[src/rtl/tank_game_sequencer.sv]
`default_nettype none
// tank_game_sequencer: screen-flow FSM, per-tank lives and timed per-player bullet enables.
// Optional macro TANK_SEQ_AUTOSTART_EN: WELCOME also advances to PLAY after WIN_TICKS ticks.
module tank_game_sequencer #(
    parameter int LIVES          = 3,
    parameter int PAUSE_TICKS    = 60,
    parameter int WIN_TICKS      = 180,
    parameter int BULLET_TICKS   = 30,
    parameter int COOLDOWN_TICKS = 20
) (
    input  logic       clk,
    input  logic       rstn,
    input  logic       tick_i,
    input  logic       start_i,
    input  logic [1:0] hit_i,
    input  logic [1:0] fire_req_i,
    output logic [3:0] frame_o,
    output logic [1:0] bullet_o,
    output logic [2:0] lives1_o,
    output logic [2:0] lives2_o,
    output logic       state_irq_o
);
    localparam int         CW      = 16;
    localparam logic [2:0] C_LIVES = 3'(LIVES);

    typedef enum logic [2:0] {
        S_WELCOME = 3'd0,
        S_PLAY    = 3'd1,
        S_PAUSE   = 3'd2,
        S_WIN1    = 3'd3,
        S_WIN2    = 3'd4,
        S_DRAW    = 3'd5
    } state_t;

    typedef enum logic [1:0] {
        F_IDLE = 2'd0,
        F_SHOT = 2'd1,
        F_COOL = 2'd2
    } fire_t;

    state_t          r_state, w_state_nxt;
    logic [CW-1:0]   r_cnt, w_cnt_limit;
    logic            r_start_d;
    logic [1:0]      r_hit_d, r_fire_d;
    logic            w_start_edge;
    logic [1:0]      w_hit_edge, w_fire_edge;
    logic [2:0]      w_lives1_nxt, w_lives2_nxt;
    logic [3:0]      w_frame_nxt;
    logic            w_cnt_done;
    logic            w_fire_en;

    assign w_start_edge = start_i & ~r_start_d;
    assign w_hit_edge   = hit_i & ~r_hit_d;
    assign w_fire_edge  = fire_req_i & ~r_fire_d;

    // Timed states share one counter; it restarts whenever the state changes.
    always_comb begin
        w_cnt_limit = CW'(WIN_TICKS - 1);
        if (r_state == S_PAUSE)
            w_cnt_limit = CW'(PAUSE_TICKS - 1);
    end
    assign w_cnt_done = tick_i && (r_cnt == w_cnt_limit);

    always_comb begin
        w_state_nxt  = r_state;
        w_lives1_nxt = lives1_o;
        w_lives2_nxt = lives2_o;
        case (r_state)
            S_WELCOME: begin
                w_lives1_nxt = C_LIVES;
                w_lives2_nxt = C_LIVES;
`ifdef TANK_SEQ_AUTOSTART_EN
                if (w_start_edge || w_cnt_done)
                    w_state_nxt = S_PLAY;
`else
                if (w_start_edge)
                    w_state_nxt = S_PLAY;
`endif
            end
            S_PLAY: begin
                if (|w_hit_edge) begin
                    if (w_hit_edge[0] && (lives1_o != 3'd0))
                        w_lives1_nxt = lives1_o - 3'd1;
                    if (w_hit_edge[1] && (lives2_o != 3'd0))
                        w_lives2_nxt = lives2_o - 3'd1;
                    if ((w_lives1_nxt == 3'd0) && (w_lives2_nxt == 3'd0))
                        w_state_nxt = S_DRAW;
                    else if (w_lives1_nxt == 3'd0)
                        w_state_nxt = S_WIN2;
                    else if (w_lives2_nxt == 3'd0)
                        w_state_nxt = S_WIN1;
                    else
                        w_state_nxt = S_PAUSE;
                end
            end
            S_PAUSE: begin
                if (w_cnt_done)
                    w_state_nxt = S_PLAY;
            end
            S_WIN1, S_WIN2, S_DRAW: begin
                if (w_cnt_done) begin
                    w_state_nxt  = S_WELCOME;
                    w_lives1_nxt = C_LIVES;
                    w_lives2_nxt = C_LIVES;
                end
            end
            default: w_state_nxt = S_WELCOME;
        endcase
    end

    always_comb begin
        case (w_state_nxt)
            S_PLAY, S_PAUSE: w_frame_nxt = 4'b0001;
            S_WIN1:          w_frame_nxt = 4'b0100;
            S_WIN2:          w_frame_nxt = 4'b1000;
            S_DRAW:          w_frame_nxt = 4'b1100;
            default:         w_frame_nxt = 4'b0010;
        endcase
    end

    // Edge registers reset high so a level held through reset is not an edge.
    always_ff @(posedge clk or negedge rstn) begin
        if (!rstn) begin
            r_state     <= S_WELCOME;
            r_cnt       <= '0;
            r_start_d   <= 1'b1;
            r_hit_d     <= 2'b11;
            r_fire_d    <= 2'b11;
            frame_o     <= 4'b0010;
            lives1_o    <= C_LIVES;
            lives2_o    <= C_LIVES;
            state_irq_o <= 1'b0;
        end else begin
            r_start_d   <= start_i;
            r_hit_d     <= hit_i;
            r_fire_d    <= fire_req_i;
            r_state     <= w_state_nxt;
            frame_o     <= w_frame_nxt;
            lives1_o    <= w_lives1_nxt;
            lives2_o    <= w_lives2_nxt;
            state_irq_o <= (w_state_nxt != r_state);
            if (w_state_nxt != r_state)
                r_cnt <= '0;
            else if (tick_i)
                r_cnt <= r_cnt + CW'(1);
        end
    end

    // Channels run only while staying in PLAY; any exit clears them on the same edge.
    assign w_fire_en = (r_state == S_PLAY) && (w_state_nxt == S_PLAY);

    generate
        for (genvar k = 0; k < 2; k++) begin : g_fire
            fire_t         r_ch, w_ch_nxt;
            logic [CW-1:0] r_fcnt, w_fcnt_nxt;
            logic          r_bullet, w_bullet_nxt;

            always_comb begin
                w_ch_nxt     = r_ch;
                w_fcnt_nxt   = r_fcnt;
                w_bullet_nxt = r_bullet;
                if (!w_fire_en) begin
                    w_ch_nxt     = F_IDLE;
                    w_fcnt_nxt   = '0;
                    w_bullet_nxt = 1'b0;
                end else begin
                    case (r_ch)
                        F_IDLE: begin
                            if (w_fire_edge[k]) begin
                                w_ch_nxt     = F_SHOT;
                                w_fcnt_nxt   = '0;
                                w_bullet_nxt = 1'b1;
                            end
                        end
                        F_SHOT: begin
                            if (tick_i) begin
                                if (r_fcnt == CW'(BULLET_TICKS - 1)) begin
                                    w_ch_nxt     = F_COOL;
                                    w_fcnt_nxt   = '0;
                                    w_bullet_nxt = 1'b0;
                                end else begin
                                    w_fcnt_nxt = r_fcnt + CW'(1);
                                end
                            end
                        end
                        F_COOL: begin
                            if (tick_i) begin
                                if (r_fcnt == CW'(COOLDOWN_TICKS - 1)) begin
                                    w_ch_nxt   = F_IDLE;
                                    w_fcnt_nxt = '0;
                                end else begin
                                    w_fcnt_nxt = r_fcnt + CW'(1);
                                end
                            end
                        end
                        default: begin
                            w_ch_nxt     = F_IDLE;
                            w_fcnt_nxt   = '0;
                            w_bullet_nxt = 1'b0;
                        end
                    endcase
                end
            end

            always_ff @(posedge clk or negedge rstn) begin
                if (!rstn) begin
                    r_ch     <= F_IDLE;
                    r_fcnt   <= '0;
                    r_bullet <= 1'b0;
                end else begin
                    r_ch     <= w_ch_nxt;
                    r_fcnt   <= w_fcnt_nxt;
                    r_bullet <= w_bullet_nxt;
                end
            end

            assign bullet_o[k] = r_bullet;
        end
    endgenerate

endmodule
`default_nettype wire

[config.mk]
export PLATFORM = sky130hd
export DESIGN_NAME = tank_game_sequencer
export DESIGN_NICKNAME = d
export VERILOG_FILES = /design/src/rtl/tank_game_sequencer.sv
export SDC_FILE = /design/constraint.sdc
export NUM_CORES = 1
export LEC_CHECK = 0
export ABC_AREA = 1
export CAP_MARGIN = 20
export CORE_MARGIN = 5
export CORE_UTILIZATION = 35
export CTS_BUF_LIST = sky130_fd_sc_hd__clkbuf_8 sky130_fd_sc_hd__clkbuf_16
export CTS_CLUSTER_DIAMETER = 40
export CTS_CLUSTER_SIZE = 28
export DETAILED_ROUTE_END_ITERATION = 12
export SYNTH_ARGS = -nofsm -noshare
export SYNTH_HDL_FRONTEND = slang
export SYNTH_SLANG_ARGS = --single-unit
[constraint.sdc]
create_clock -name clk -period 2.9 [get_ports clk]
set_clock_uncertainty 0.2 [all_clocks]
set_input_delay 0.29 -clock clk [delete_from_list [all_inputs] [get_ports clk]]
set_output_delay 0.29 -clock clk [all_outputs]
set_load 0.02 [all_outputs]
==> impl_metrics.py <==
metrics = {
    "floorplan": {
        "core-area_um2": 12700,
        "start_util_pct": 36.0,
        "dieArea_um2": 15400,
        "num_rows": 41,
        "die_h_um": 124,
        "die_x_um": 124,
        "ios": 21,
    },
    "logic_synthesis": {
        "synth_area_per_cell_um2": 7.35,
        "ys_ff_latch": 73,
        "yosys_warnings": 0,
        "mappedNetlistArea_um2": 4560,
        "postSynthCellCount": 620,
        "yosys_most_used_dff": "dfrtp_1",
        "synth-edff-count": 0,
        "ys_seq_area_share_pct": 40.4,
        "synth_nets": 645,
        "ys_async_sr_fraction_pct": 100,
        "ys_types": 40,
    },
    "critical_path": {
        "cp-start-kind": "flop",
        "crit_type": "reg -> reg",
        "endpoint_kind": "flop",
        "r2r-end": "r_cnt[11]",
        "r2r_slack_ns": 0.34,
        "path_max_fanout": 15,
        "cp.arrival_ns": 2.58,
        "reg2reg_from": "lives2_o[0]",
        "crit_required_ns": 2.92,
        "ff2ff_path_depth": 13,
    },
    "layout": {
        "instances_no_fill": 822,
        "diodes": 0,
        "layout.area.seq_um2": 1840,
        "multi_input_area_um2": 2250,
        "area_delta_synth_final_pct": 14.8,
        "nNetsFinal": 670,
        "final_layout_size_suffix_gt1_share_pct": 9.69,
        "fillCellCount": 1314,
    },
    "run": {
        "cap_violations": 0,
    },
    "timing": {
        "hold_viol": 0,
        "max_freq_mhz": 390,
        "rsz0062_at_grt": "no",
        "maxSlewViolCount": 0,
        "worst_slew_pin_slew_ns": 0.927,
        "relSlewSlack_pct": 38.2,
        "fin_setup_tns_ns": 0,
        "fin_crit_sh_pct": 88.4,
        "setup_viol": 0,
        "min_period_ns": 2.56,
    },
    "global_route": {
        "grt_max_degree": 74,
        "grtUsageTotal_pct": 13.8,
        "grt_pass1_wl_mm": 16.9,
        "grtUsageMet2_pct": 23.7,
        "antenna_found_initial": 0,
        "globalRouteMet1Util_pct": 16.7,
        "grt-busiest-layer": "met2",
        "grt_pass1_vias": 3817,
        "met3_usage_pct": 2.32,
        "gr-total-overflow": 0,
    },
    "worst_hold_path": {
        "min_from": "hit_i[0]",
        "hold_end": "r_hit_d[0]",
        "min_delay_path_depth": 1,
        "hold_class": "in -> reg",
    },
    "place": {
        "hpwl_mm": 7.11,
        "dp.cells": 805,
        "portBuffers": 20,
        "gp_congestion": 0.887,
    },
    "clocking": {
        "clk_pin_slew_ns": 0.06,
        "clockRootBuffer": "clkbuf_16",
        "numCtsBuffers": 9,
        "clock_latency_ns": 0.34,
        "cts_setup_buffers": 0,
        "cts-resized-gates": 0,
        "cts.sinks": 73,
        "cts_max_level": 3,
        "cts_hold_buffers": 1,
        "cts_max_path_buffers": 2,
        "cts_tree": "yes",
    },
    "pwr": {
        "seq_power_share_pct": 38.7,
        "switchingPower_w": 0.000933,
        "max-vdd-ir-drop_v": 0.000301,
        "p_leak_nw": 2.39,
        "p_clk_share_pct": 39.2,
        "combPwrFrac_pct": 22.1,
        "power.share.switching_pct": 31.2,
        "p_int_w": 0.00206,
        "p_per_area_nw_per_um2": 573,
    },
    "routing": {
        "ant_nets": 0,
        "drtIter0Drc": 179,
        "drtPass1Iterations": 4,
        "via_per_inst": 4.78,
        "drc": 0,
        "drt-total-wl_mm": 9.79,
        "num_vias": 3933,
        "wire_per_inst_um": 11.9,
    },
    "run_status": {
        "status": "finished clean",
    },
}
[routing by layer]
metal	wire length, µm	up-vias
li1	-	2041
met4	156	0
met2	4720	42
met5	0	-
met3	250	11
met1	4660	1839
[worst max-delay path: stages (launching register included)]
cell	delay [ns]
dfstp_2	0.53
inv_1	0.07
ha_1	0.20
ha_1	0.18
inv_1	0.05
nand3_1	0.15
o21ai_0	0.27
nor2_1	0.08
nand2_1	0.07
nand2_1	0.07
o21ai_1	0.14
nand2_2	0.12
nand2_4	0.24
nor3_1	0.07
[worst max-delay path by stage]
| stage | start | slack, ns | end |
|---|---|---|---|
| after floorplan | lives2_o[0] | 0.44 | r_cnt[3] |
| after global placement | hit_i[0] | 0.32 | g_fire[0].r_fcnt[10] |
| after detailed placement | hit_i[0] | 0.25 | g_fire[0].r_fcnt[13] |
| after CTS | lives1_o[0] | 0.31 | r_cnt[10] |
| after global routing | lives2_o[0] | 0.04 | r_cnt[10] |
| final | lives2_o[0] | 0.34 | r_cnt[11] |
[per-stage QoR]
step | hold slack, ns | util, % | setup WS (ns) | area [µm²] | power [W]
after floorplan | -0.206 | - | 0.435 | 4560 | 0.00165
after global placement | 0.283 | 38.8 | 0.317 | 4910 | 0.00183
after detailed placement | 0.287 | 38.8 | 0.252 | 4910 | 0.00184
after CTS | 0.173 | 41.3 | 0.309 | 5230 | 0.00304
after global routing | 0.194 | 41.3 | 0.0379 | 5230 | 0.00317
final | 0.182 | 41.3 | 0.338 | 5230 | 0.00300
[cell usage after synthesis, types with 2 or more instances]
cell      number  share of area [%]
nand3_1       45                4.9
a21oi_2        5               0.96
nand2_4        3               0.74
nand2_2        8                1.1
xor2_1        12                2.3
inv_2          4               0.33
nor3b_1        2               0.33
buf_4          4               0.66
a31oi_1        5               0.69
ha_1          17                4.7
buf_6          2               0.49
dfrtp_1       63                 35
a211oi_1       2               0.33
o21ai_0       36                4.0
nor2_1        76                6.3
nor2_2         8                1.1
o31ai_1        2               0.33
nor4_1         5               0.69
nor3_4         2               0.71
o21ai_2        2               0.38
nor3_1        22                2.4
nand2_1      134                 11
inv_1         99                8.2
a21oi_1       12                1.3
nand4_1       20                2.7
o21ai_1        7               0.77
dfstp_2       10                5.8
[cell usage in the layout, fill, tap and decap left out, drive strengths merged, types with 2 or more instances in the layout]
cell type / synthesis / routed
nand4: 20 / 20
nor3: 24 / 24
nor3b: 2 / 2
nand2: 145 / 145
nor4: 5 / 5
bufinv: 0 / 2
a21oi: 17 / 17
buf: 8 / 3
o31ai: 2 / 2
clkinv: 0 / 3
inv: 104 / 105
nand3: 45 / 45
a211oi: 2 / 2
a31oi: 5 / 5
clkbuf: 1 / 9
xor2: 12 / 12
nor2: 85 / 85
o21ai: 45 / 45
dfrtp: 63 / 63
dfstp: 10 / 10
ha: 17 / 17
clkdlybuf4s50: 0 / 19
[registers in the layout, summed over array words and instances, names as in the netlist]
register	cells
g_fire.r_bullet	2
r_hit_d	2
lives2_o	3
lives1_o	3
g_fire.r_fcnt	32
r_state	3
g_fire.r_ch	4
state_irq_o	1
r_cnt	16
r_start_d	1
r_fire_d	2
frame_o	4
[kinds of logic (layout without fill, tap and decap cells)]
logic type	after synthesis	after routing	synth area share, %
flops	73	73	40.4
simple gates	328	328	32.6
buf+inv	113	143	10.3
mux	1	1	0.220
compound gates	75	75	9.39
xor+xnor	13	13	2.50
fa+ha+maj	17	17	4.67
[power by group through the flow]
stage | Sequential [W] | Combinational [W] | Clock, W
2_1_floorplan | 0.00121 | 0.000440 | 0
3_3_place_gp | 0.00117 | 0.000653 | 0
3_5_place_dp | 0.00118 | 0.000664 | 0
4_1_cts | 0.00116 | 0.000670 | 0.00121
5_1_grt | 0.00117 | 0.000741 | 0.00126
6_report | 0.00116 | 0.000662 | 0.00117
[cell type report]
| class | instances | share of cell area, % |
|---|---|---|
| clock inverter | 7 | 1.65 |
| timing repair buffer | 23 | 4.26 |
| tap | 172 | 4.11 |
| clock buffer | 9 | 4.30 |
| multi-input combinational | 434 | 43.0 |
| sequential | 73 | 35.2 |
| inverter | 104 | 7.51 |
Note: power is estimated with default switching activity, not from simulation.
